===== src/rtl/button_event_arbiter.sv =====
// button_event_arbiter
// Serializes one-cycle press pulses from a debouncer bank into a single
// valid/ready event stream. Each press is latched in a pending bit, picked
// round-robin and offered once. A single shared repeat engine can re-offer
// the most recently accepted button while it stays held. A sticky overflow
// flag records presses that were lost because their pending bit was still set.
module button_event_arbiter #(
    parameter int N_BTN         = 4,
    parameter int IDX_W         = 2,
    parameter int REPEAT_DELAY  = 25000000,
    parameter int REPEAT_PERIOD = 5000000
) (
    input  logic             clk,
    input  logic             rst,
    input  logic [N_BTN-1:0] btn_pressed,
    input  logic [N_BTN-1:0] btn_state,
    input  logic             evt_ready,
    input  logic             clear_overflow,
    output logic             evt_valid,
    output logic [IDX_W-1:0] evt_id,
    output logic             evt_repeat,
    output logic             overflow
);

    typedef enum logic [0:0] {
        ST_IDLE  = 1'b0,
        ST_OFFER = 1'b1
    } state_t;

    // Width of the wrap-around sum used by the round-robin search.
    localparam int          SUM_W    = IDX_W + 1;
    localparam logic [31:0] DELAY_C  = 32'(REPEAT_DELAY);
    localparam logic [31:0] PERIOD_C = 32'(REPEAT_PERIOD);
    // A zero delay means the repeat engine is never armed.
    localparam logic        REP_EN_C = (REPEAT_DELAY != 0);

    // Output FSM and registered outputs
    state_t             state_q;
    logic               evt_valid_q;
    logic [IDX_W-1:0]   evt_id_q;
    logic               evt_repeat_q;
    logic [IDX_W-1:0]   last_grant_q;

    // Press capture and overflow
    logic [N_BTN-1:0]   pending_q;
    logic [N_BTN-1:0]   pending_d;
    logic               overflow_q;
    logic               overflow_d;

    // Repeat engine
    logic               rep_armed_q;
    logic [IDX_W-1:0]   rep_id_q;
    logic [31:0]        rep_cnt_q;
    logic               rep_req_q;
    logic               rep_use_period_q;

    // Combinational helpers
    logic [SUM_W-1:0]   sum_s;
    logic [IDX_W-1:0]   cand_s;
    logic [IDX_W-1:0]   sel_s;
    logic               any_pend_s;
    logic               load_fresh_s;
    logic               load_rep_s;
    logic [N_BTN-1:0]   load_mask_s;
    logic               accept_s;
    logic               accept_fresh_s;
    logic               lost_s;
    logic [31:0]        rep_thr_s;
    logic               rep_held_s;
    logic               rep_hit_s;

    // Round-robin pick: first pending bit searching upward from last_grant+1.
    // Iterating from the farthest candidate down to the nearest lets the
    // nearest pending candidate win by being assigned last.
    always_comb begin
        sum_s      = '0;
        cand_s     = '0;
        sel_s      = '0;
        any_pend_s = |pending_q;
        for (int k = N_BTN; k >= 1; k--) begin
            sum_s = {1'b0, last_grant_q} + SUM_W'(k);
            if (sum_s >= SUM_W'(N_BTN)) begin
                cand_s = IDX_W'(sum_s - SUM_W'(N_BTN));
            end else begin
                cand_s = sum_s[IDX_W-1:0];
            end
            sel_s = pending_q[cand_s] ? cand_s : sel_s;
        end
    end

    // Decide what the FSM loads this cycle; fresh presses beat a repeat.
    always_comb begin
        load_fresh_s   = 1'b0;
        load_rep_s     = 1'b0;
        load_mask_s    = '0;
        accept_s       = (state_q == ST_OFFER) && evt_ready;
        accept_fresh_s = accept_s && !evt_repeat_q;
        if (state_q == ST_IDLE) begin
            if (any_pend_s) begin
                load_fresh_s = 1'b1;
                load_mask_s  = {{(N_BTN-1){1'b0}}, 1'b1} << sel_s;
            end else begin
                load_rep_s = rep_req_q;
            end
        end else begin
            load_fresh_s = 1'b0;
            load_rep_s   = 1'b0;
        end
    end

    // Pending update and lost-press detection. A press in the same cycle its
    // button is loaded re-arms the pending bit as a new event.
    always_comb begin
        pending_d  = (pending_q & ~load_mask_s) | btn_pressed;
        lost_s     = |(btn_pressed & pending_q & ~load_mask_s);
        overflow_d = overflow_q;
        if (lost_s) begin
            overflow_d = 1'b1;
        end else if (clear_overflow) begin
            overflow_d = 1'b0;
        end else begin
            overflow_d = overflow_q;
        end
    end

    // Repeat threshold selection and hit detection. The hit is taken on the
    // cycle the incremented count would reach the threshold, so the count
    // register itself only ever holds values below the threshold.
    always_comb begin
        rep_thr_s  = rep_use_period_q ? PERIOD_C : DELAY_C;
        rep_held_s = btn_state[rep_id_q];
        rep_hit_s  = ((rep_cnt_q + 32'd1) == rep_thr_s);
    end

    // Pending bits and the sticky overflow flag.
    always_ff @(posedge clk or posedge rst) begin
        if (rst) begin
            pending_q  <= '0;
            overflow_q <= 1'b0;
        end else begin
            pending_q  <= pending_d;
            overflow_q <= overflow_d;
        end
    end

    // Output FSM: IDLE loads the next event, OFFER holds it until accepted.
    always_ff @(posedge clk or posedge rst) begin
        if (rst) begin
            state_q      <= ST_IDLE;
            evt_valid_q  <= 1'b0;
            evt_id_q     <= '0;
            evt_repeat_q <= 1'b0;
            last_grant_q <= IDX_W'(N_BTN - 1);
        end else begin
            case (state_q)
                ST_IDLE: begin
                    if (load_fresh_s) begin
                        state_q      <= ST_OFFER;
                        evt_valid_q  <= 1'b1;
                        evt_id_q     <= sel_s;
                        evt_repeat_q <= 1'b0;
                        last_grant_q <= sel_s;
                    end else if (load_rep_s) begin
                        state_q      <= ST_OFFER;
                        evt_valid_q  <= 1'b1;
                        evt_id_q     <= rep_id_q;
                        evt_repeat_q <= 1'b1;
                    end else begin
                        evt_valid_q  <= 1'b0;
                    end
                end
                ST_OFFER: begin
                    if (evt_ready) begin
                        state_q     <= ST_IDLE;
                        evt_valid_q <= 1'b0;
                    end else begin
                        evt_valid_q <= 1'b1;
                    end
                end
                default: begin
                    state_q     <= ST_IDLE;
                    evt_valid_q <= 1'b0;
                end
            endcase
        end
    end

    // Repeat engine: armed by accepting a fresh event, counts while the
    // button stays held, raises one request per threshold, disarms on release.
    // A request that is still outstanding when the next threshold hits is
    // simply kept (the extra repeat is dropped).
    always_ff @(posedge clk or posedge rst) begin
        if (rst) begin
            rep_armed_q      <= 1'b0;
            rep_id_q         <= '0;
            rep_cnt_q        <= '0;
            rep_req_q        <= 1'b0;
            rep_use_period_q <= 1'b0;
        end else if (accept_fresh_s) begin
            rep_armed_q      <= REP_EN_C;
            rep_id_q         <= evt_id_q;
            rep_cnt_q        <= '0;
            rep_req_q        <= 1'b0;
            rep_use_period_q <= 1'b0;
        end else if (rep_armed_q) begin
            if (!rep_held_s) begin
                rep_armed_q      <= 1'b0;
                rep_cnt_q        <= '0;
                rep_req_q        <= 1'b0;
                rep_use_period_q <= 1'b0;
            end else if (rep_hit_s) begin
                rep_cnt_q        <= '0;
                rep_use_period_q <= 1'b1;
                rep_req_q        <= !load_rep_s;
            end else begin
                rep_cnt_q        <= rep_cnt_q + 32'd1;
                rep_req_q        <= rep_req_q && !load_rep_s;
            end
        end else begin
            rep_req_q <= rep_req_q && !load_rep_s;
        end
    end

    assign evt_valid  = evt_valid_q;
    assign evt_id     = evt_id_q;
    assign evt_repeat = evt_repeat_q;
    assign overflow   = overflow_q;

endmodule

===== config.mk =====
export PLATFORM = sky130hd
export DESIGN_NAME = button_event_arbiter
export DESIGN_NICKNAME = d
export VERILOG_FILES = /design/src/rtl/button_event_arbiter.sv
export SDC_FILE = /design/constraint.sdc
export NUM_CORES = 1
export LEC_CHECK = 0
export ABC_AREA = 0
export CELL_PAD_IN_SITES_DETAIL_PLACEMENT = 1
export CELL_PAD_IN_SITES_GLOBAL_PLACEMENT = 2
export CORE_ASPECT_RATIO = 0.5
export CORE_MARGIN = 4
export CORE_UTILIZATION = 25
export DETAILED_ROUTE_END_ITERATION = 10
export DONT_BUFFER_PORTS = 1
export PLACE_DENSITY_LB_ADDON = 0.1
export SLEW_MARGIN = 10
export SYNTH_ARGS = -nofsm -noshare
export SYNTH_HDL_FRONTEND = slang
export SYNTH_SLANG_ARGS = --single-unit

===== constraint.sdc =====
create_clock -name clk -period 3.3 [get_ports clk]
set_input_delay 0.66 -clock clk [delete_from_list [all_inputs] [get_ports clk]]
set_output_delay 0.66 -clock clk [all_outputs]
set_load 0.005 [all_outputs]

**Yosys cells after proc, flatten, opt, wreduce, memory -nomap -nowiden**

Index checks and enable logic that the tools add are counted.

- Flip-flop bits (word level): 48
- Input bits: 12
- Output and inout bits: 5
- Logic and storage cells: 101

- Add/subtract/negate cells: 9
- $lt $le $gt $ge: 9
- Equality and inequality tests: 2
- Shifts and indexed selects: 1
- Mux-type cells: 50
- Bitwise logic cells: 6
- Reductions and logical operators: 13

Operators by type and width:

| cell | count |
|---|---|
| 32-bit 2-to-1 mux | 4 |
| 32-bit by 1-bit adder with 32-bit output, second input constant | 1 |
| 32-bit by 25-bit == test with 1-bit output | 1 |
| 1-bit 2-to-1 mux | 27 |
| 25-bit 2-to-1 mux | 1 |
| 2-bit 2-to-1 mux | 10 |
| 2-bit by 3-bit < comparator with 1-bit output, second input constant | 5 |
| 4-bit AND | 3 |
| 3-bit >= comparator, second input constant | 4 |
| 1-bit binary-select mux with 2-bit select | 5 |
| 4-bit 2-to-1 mux | 2 |
| 4-bit OR reduction | 2 |
| 2-bit by 1-bit subtractor with 2-bit output, second input constant | 4 |
| 2-bit by 2-bit adder with 3-bit output, second input constant | 2 |
| 2-bit AND reduction | 3 |
| 2-bit nonzero test | 3 |
| 4-bit NOT | 1 |
| 4-bit OR | 1 |
| 1-bit by 2-bit << shifter with 4-bit output, first input constant | 1 |
| 2-bit by 1-bit adder with 3-bit output, second input constant | 1 |
| 2-bit by 3-bit adder with 3-bit output, second input constant | 1 |
| 1-bit logical AND | 3 |
| 3-bit by 2-bit inequality test with 1-bit output, second input constant | 1 |
| 1-bit logical NOT | 2 |
| 2 further kinds | 2 |

**Depth between registers and ports, before layout**

Gate-level depths: netlist of run 1.

- Depth in word-level cells: 16
- Gate-level depth with buffers: 12
- Depth with buffers taken out: 9

**Worst setup path after synthesis of run 1**

Ideal clock, no wire load.

- Path kind: register to register
- Start: reg rep_cnt_q[0]
- End: reg rep_cnt_q[26]
- Setup time: 0.126 ns
- Data arrival time: 3.494 ns
- Required time: 3.174 ns
- Slack: -0.320 ns
- Cell stages (with the launch flop): 11
- Buffers on the path: 1
- Clock period less this slack: 3.620 ns
- Path through: dfrtp_1 -> ha_1 -> nand3_1 -> nor4_1 -> nand3_1 -> xnor2_1 -> or4_4 -> a2111oi_4 -> buf_6 -> nor3_1 -> a221o_1

- Cells in the longest elaborated chain, start to end: 6

RTL lines:

| what | line | source |
|---|---|---|
| start, declared | 53 | `logic [31:0] rep_cnt_q;` |
| start signal, assigned | 216 | `rep_cnt_q <= rep_cnt_q + 32'd1;` |
| 32-bit by 1-bit adder with 32-bit output (*) | 132, 216 |  |
| 32-bit by 25-bit == test with 1-bit output | 132 | `rep_hit_s = ((rep_cnt_q + 32'd1) == rep_thr_s);` |
| 32-bit 2-to-1 mux (*) | 211 | `end else if (rep_hit_s) begin` |
| 32-bit 2-to-1 mux (*) | 206 | `if (!rep_held_s) begin` |
| 32-bit 2-to-1 mux (*) | 205 | `end else if (rep_armed_q) begin` |
| 32-bit 2-to-1 mux (*) | 199 | `end else if (accept_fresh_s) begin` |

Mark *: on every way between the ends. The rest lies on a longest branch, timed or not. The select of a mux whose other input is x is not followed.
A chain may end at the register's enable or synchronous reset.

**Worst setup path in the final report of run 1**

- Start: reg rep_cnt_q[1]
- End: reg rep_cnt_q[26]

The elaborated chain is that of the path after synthesis.

==> results.json, run 1 <==
{
  "drive_above_1_share": 0.2151,
  "htree_levels": 2,
  "drtPass1Iterations": 4,
  "postLayoutCoreUtil": 0.3138,
  "cts_tree": "built",
  "yosys.area.top_type": "dfrtp_1",
  "gp_congestion": 0.8425,
  "drc": 0,
  "rrSetupSlack_ns": 0.15,
  "status": "completed",
  "tightest_slew_ns": 0.9302,
  "hpwl_mm": 8.260,
  "p_per_area_nw_per_um2": 475.0,
  "synth_area_per_cell_um2": 8.283,
  "portBuffers": 0,
  "reg2reg_to": "rep_cnt_q[26]",
  "critPathKind": "reg2reg",
  "crit_fanout": 4,
  "setup_ws_ns": 0.1454,
  "worst_ir_drop_vdd_v": 0.0003058,
  "finalClockSkew_ns": 0.005264,
  "pre_cts_ws_ns": -0.006681,
  "setup_violations": 0,
  "avgRoutedWirePerCell_um": 19.01,
  "boundaryPins": 17,
  "yosysUniqueCellTypes": 61,
  "die_area_um2": 15160,
  "vias": 3209,
  "slew_headroom": 0.3792,
  "reg2reg_from": "rep_cnt_q[1]",
  "diodes": 0,
  "synthMostInstantiatedCell": "nand2_1",
  "ant_nets": 0,
  "grt_pass1_vias": 3284,
  "antenna_found_initial": 0,
  "core_area_um2": 12770,
  "clock-sinks": 48,
  "maxSlewViolCount": 0,
  "viasPerCell": 5.411,
  "overflow": 0,
  "post-route-period-util": 0.9559,
  "grt_max_degree": 48,
  "cts-root-buf": "clkbuf_16",
  "yosys-top-cells-count": "nand2_1, dfrtp_1, nor2_1",
  "timing.fmax_mhz": 317.0,
  "ys_seq_area_frac": 0.3661,
  "period_minus_slack_ns": 3.155,
  "hold_path.class": "in2async",
  "finalHoldViolCount": 0,
  "seq_area_um2": 1205,
  "cts_made_buffers": 5,
  "syn_nets": 410,
  "synth_warnings": 0,
  "cts.reportedPaths.clkPinSlew_ns": 0.07,
  "cp_cell_sequence": "ha_2 > nand3_4 > or4_4 > o21ai_1 > o2111ai_1 > or4_4 > a2111oi_4 > buf_4 > buf_4 > nor3_1 > a221o_1",
  "fin_hold_ws_ns": 0.4220,
  "die_h_um": 89.10,
  "multi_input_area_um2": 1993,
  "yosys-top-cells-area": "dfrtp_1, nand2_1, nand3_1",
  "clockBufferDepth": 2,
  "power_leakage_nw": 1.590,
  "slowest_stage": "or4_4",
  "nFillCells": 1531,
  "initial_core_util": 0.2574,
  "required_ns": 3.48,
  "crit_path_end_kind": "flop",
  "synthFlopType": "dfrtp_1",
  "rows": 29,
  "drt_iter0_markers": 116,
  "arrival_ns": 3.34,
  "synth_seq_cells": 48,
  "rr_worst_depth": 11,
  "grt_use_total": 0.1552,
  "nets": 435,
  "yosysTopAreaCellShare": 0.3501,
  "startpoint_type": "flop",
  "area_growth_pct": 21.88,
  "wirelength_mm": 11.27,
  "synth_edf_count": 0,
  "synth_area_um2": 3288,
  "synthArstFlopShare": 1.000,
  "dieWidth_um": 170.2,
  "grt_pass1_wl_mm": 18.36,
  "max_cap_violations": 0,
  "slowest_delay_ns": 0.51,
  "synth_cells": 397,
  "insertion_delay_ns": 0.30,
  "total_power_mw": 1.903
}
## placed cells by master (no fill, tap or decap), drive strengths merged, types with 11 or more instances in the layout
master / count
a21oi: 16
buf: 53
dfrtp: 46
inv: 11
nand2: 52
nand3: 23
nand4: 13
nor2: 26
nor3: 16
nor4: 15
o21ai: 17
xnor2: 11
## how the worst max path moves through the flow
stage | start | to | slack (ns) | depth (start not counted)
after floorplan | rep_cnt_q[10] | rep_cnt_q[26] | 0.02 | 10
after global placement | rep_cnt_q[5] | rep_cnt_q[18] | 0.03 | 12
after detailed placement | rep_cnt_q[4] | rep_cnt_q[0] | -0.007 | 9
after CTS | rep_cnt_q[1] | rep_cnt_q[26] | 0.01 | 12
after global routing | rep_cnt_q[4] | rep_cnt_q[26] | -0.03 | 12
final | rep_cnt_q[1] | rep_cnt_q[26] | 0.15 | 11
## cell type report
class / count / area share
flip-flops and latches: 48 / 0.3007
well taps: 170 / 0.05308
clock inverters: 2 / 0.003434
multi-input cells: 303 / 0.4973
inverters: 11 / 0.01062
clock buffers: 6 / 0.03465
repair buffers: 53 / 0.1002
## where the power goes
part,internal (mW),switching (mW)
logic,0.210,0.387
registers,0.667,0.0863
clock network,0.304,0.250
## state kept, by name, indices dropped and copies added, names as in the netlist
register / flops
rep_armed_q: 1
evt_valid: 1
evt_repeat: 1
overflow: 1
last_grant_q: 2
evt_id: 2
rep_id_q: 2
rep_req_q: 1
pending_q: 4
rep_cnt_q: 32
rep_use_period_q: 1
## worst max-delay path, delay by kind of cell (launching register included)
kind / cells / cell delay (ns)
buffers and inverters: 2 / 0.31
AOI/OAI and AO/OA: 4 / 1.00
and+or+nand+nor: 4 / 1.12
adders and majority gates: 1 / 0.23
DFF: 1 / 0.40
## timing repair
item	4_1_cts	5_1_grt
gates resized for setup	5	12
gates cloned	0	0
hold buffers	0	0
pin swaps	1	8
endpoints found under the setup margin	5	25
setup buffers	1	4
## metrics by stage
step / instances / setup TNS [ns] / area, µm²
global placement: 580 / 0 / 3735
detailed placement: 580 / -0.006681 / 3735
finish: 593 / 0 / 4008
global route: 593 / -0.04972 / 4008
floorplan: 397 / 0 / 3308
CTS: 589 / 0 / 3923
## kinds of logic (layout without fill, tap and decap cells)
logic type | after synthesis | in the layout | share of synthesized area
compound gates | 98 | 98 | 0.2142
xor+xnor | 13 | 13 | 0.03463
fa+ha+maj | 1 | 1 | 0.003805
buf+inv | 46 | 72 | 0.05784
flops | 48 | 48 | 0.3661
mux | 8 | 8 | 0.02968
simple gates | 183 | 183 | 0.2938
## metal layers
layer,up-vias,share of wire,GRT usage
met5,-,0,0
met4,0,0.0060,0.02609
met3,7,0.042,0.03224
met2,52,0.46,0.2615
met1,1613,0.50,0.2117
li1,1537,-,-
(Power assumes the default switching activity.)
==> run 2: changes to the inputs <==
Settings changed: CORE_ASPECT_RATIO 0.5 to 0.9.
Clock period 3.3 ns to 3.6 ns, I/O delays scaled along.
==> results.json, run 2 (synthesized netlist as in run 1, its figures left out) <==
{
  "cts-root-buf": "clkbuf_16",
  "holdBufCountCts": 0,
  "cts_tree": "built",
  "drt_iter0_markers": 123,
  "power.internal_mw": 1.113,
  "power_frac_clock": 0.322,
  "rows": 39,
  "grt_max_degree": 41,
  "arrival_ns": 3.62,
  "critPathKind": "reg2reg",
  "worst_ir_drop_vdd_v": 0.0002022,
  "timing.fmax_mhz": 291.7,
  "grt_pass1_wl_mm": 18.53,
  "p_comb_frac": 0.292,
  "crit_buf_inv": 1,
  "clockBufferDepth": 2,
  "gp_congestion": 0.7602,
  "hold_path.class": "in2async",
  "ctsResizeCount": 0,
  "highest_layer": "met5",
  "p_per_area_nw_per_um2": 474.3,
  "dieWidth_um": 128.9,
  "antenna_found_initial": 1,
  "slew_headroom": 0.4492,
  "grt_use_total": 0.1593,
  "status": "completed",
  "drt-met1-wl_mm": 5.851,
  "diodes": 0,
  "period_minus_slack_ns": 3.428,
  "placed_cells": 556,
  "initial_core_util": 0.2572,
  "power_leakage_nw": 1.453,
  "startpoint_type": "flop",
  "die_area_um2": 15050,
  "cts_setup_buffers": 0,
  "clock-sinks": 48,
  "sequentialPowerShare": 0.386,
  "core_area_um2": 12780,
  "required_ns": 3.79,
  "nFillCells": 1517,
  "avgRoutedWirePerCell_um": 19.93,
  "final_common_cell": "nand2_1",
  "die_h_um": 116.8,
  "grt_pass1_vias": 3133,
  "cp_cell_sequence": "nand4_2 > or4_4 > or4_1 > a21oi_1 > o2111ai_1 > a2111oi_4 > buf_4 > nor3_1 > a221o_1",
  "cts.reportedPaths.clkPinSlew_ns": 0.07,
  "final_cell_mix": "nand2_1, dfrtp_1, buf_4",
  "cts_made_buffers": 5,
  "crit_fanout": 8,
  "insertion_delay_ns": 0.31,
  "slowest_delay_ns": 0.67,
  "finalHoldViolCount": 0,
  "switching_share": 0.3751,
  "reg_top3": "rep_cnt_q x32, pending_q x4",
  "setup_tns_ns": 0,
  "maxSlewViolCount": 0,
  "vias": 3082,
  "routed-wl-met3_um": 321,
  "max_cap_violations": 0,
  "wirelength_mm": 11.24,
  "nets": 412,
  "overflow": 0,
  "viasPerCell": 5.465,
  "drive_above_1_share": 0.1400,
  "ant_nets": 0,
  "drtPass1Iterations": 4,
  "portBuffers": 0,
  "tightest_slew_ns": 0.8217,
  "setup_violations": 0,
  "rsz0062_at_grt": "false",
  "drc": 0,
  "htree_levels": 2,
  "hpwl_mm": 8.189,
  "boundaryPins": 17,
  "area_growth_pct": 14.23,
  "setup_ws_ns": 0.1717,
  "pre_cts_ws_ns": 0.08727,
  "cp_top_family": "simple AND/OR/NAND/NOR gates",
  "slowest_stage": "or4_4",
  "largest_register_ff_count": 32,
  "fin_cells": 564,
  "crit_path_end_kind": "flop",
  "post-route-period-util": 0.9523,
  "wl_met2_mm": 4.912,
  "regMostFlops": "rep_cnt_q",
  "finalClockSkew_ns": 0.008212,
  "p_sw_uw": 668.4
}
run 2: per-stage QoR:
| stage | util | hold slack (ns) | cell area [µm²] | total power [mW] |
|---|---|---|---|---|
| after global routing | 0.2938 | 0.3901 | 3756 | 1.892 |
| after global placement | 0.2799 | 0.5390 | 3578 | 1.228 |
| after detailed placement | 0.2799 | 0.5414 | 3578 | 1.226 |
| final | 0.2938 | 0.3429 | 3756 | 1.782 |
| after CTS | 0.2930 | 0.3629 | 3746 | 1.806 |
| after floorplan | - | 0.4890 | 3294 | 1.023 |
run 2: worst paths after layout:
kind	startpoint	end	slack [ns]	cells after the start
hold / removal	rst	rep_cnt_q[9]	0.34	1
setup reg to reg	rep_cnt_q[10]	rep_cnt_q[8]	0.17	9
setup / recovery	rep_cnt_q[10]	rep_cnt_q[8]	0.17	9
max in group asynchronous	rst	last_grant_q[1]	2.40	2
hold reg to reg	evt_id[1]	evt_id[1]	0.55	2
min in group clk	evt_ready	evt_valid	0.50	1
run 2: power groups by stage:
| stage | logic, mW | clock network (mW) | registers, mW |
|---|---|---|---|
| finish | 0.520 | 0.573 | 0.688 |
| floorplan | 0.350 | 0 | 0.674 |
| global placement | 0.530 | 0 | 0.698 |
| global route | 0.582 | 0.607 | 0.702 |
| CTS | 0.527 | 0.590 | 0.689 |
| detailed placement | 0.526 | 0 | 0.701 |
run 2: worst reg2reg max path: stages, from the launching register on:
cell and delay, ns:
dfrtp_1 0.48, nand4_2 0.27, or4_4 0.67, or4_1 0.54
a21oi_1 0.16, o2111ai_1 0.24, a2111oi_4 0.39, buf_4 0.23
nor3_1 0.06, a221o_1 0.27
run 2: cell type report:
type / count / area, µm² / share of cell area
inverter: 11 / 41.29 / 0.01099
multi-input combinational: 303 / 1913 / 0.5093
tap: 164 / 205.2 / 0.05463
sequential: 48 / 1204 / 0.3205
timing repair buffer: 30 / 225.2 / 0.05996
clock inverter: 3 / 42.54 / 0.01133
clock buffer: 5 / 125.1 / 0.03331
run 2: routing by layer:
metal / vias to the layer above / track usage
met5: - / 0
met4: 2 / 0.04479
met3: 10 / 0.02813
met2: 29 / 0.2407
met1: 1548 / 0.2336
li1: 1493 / -
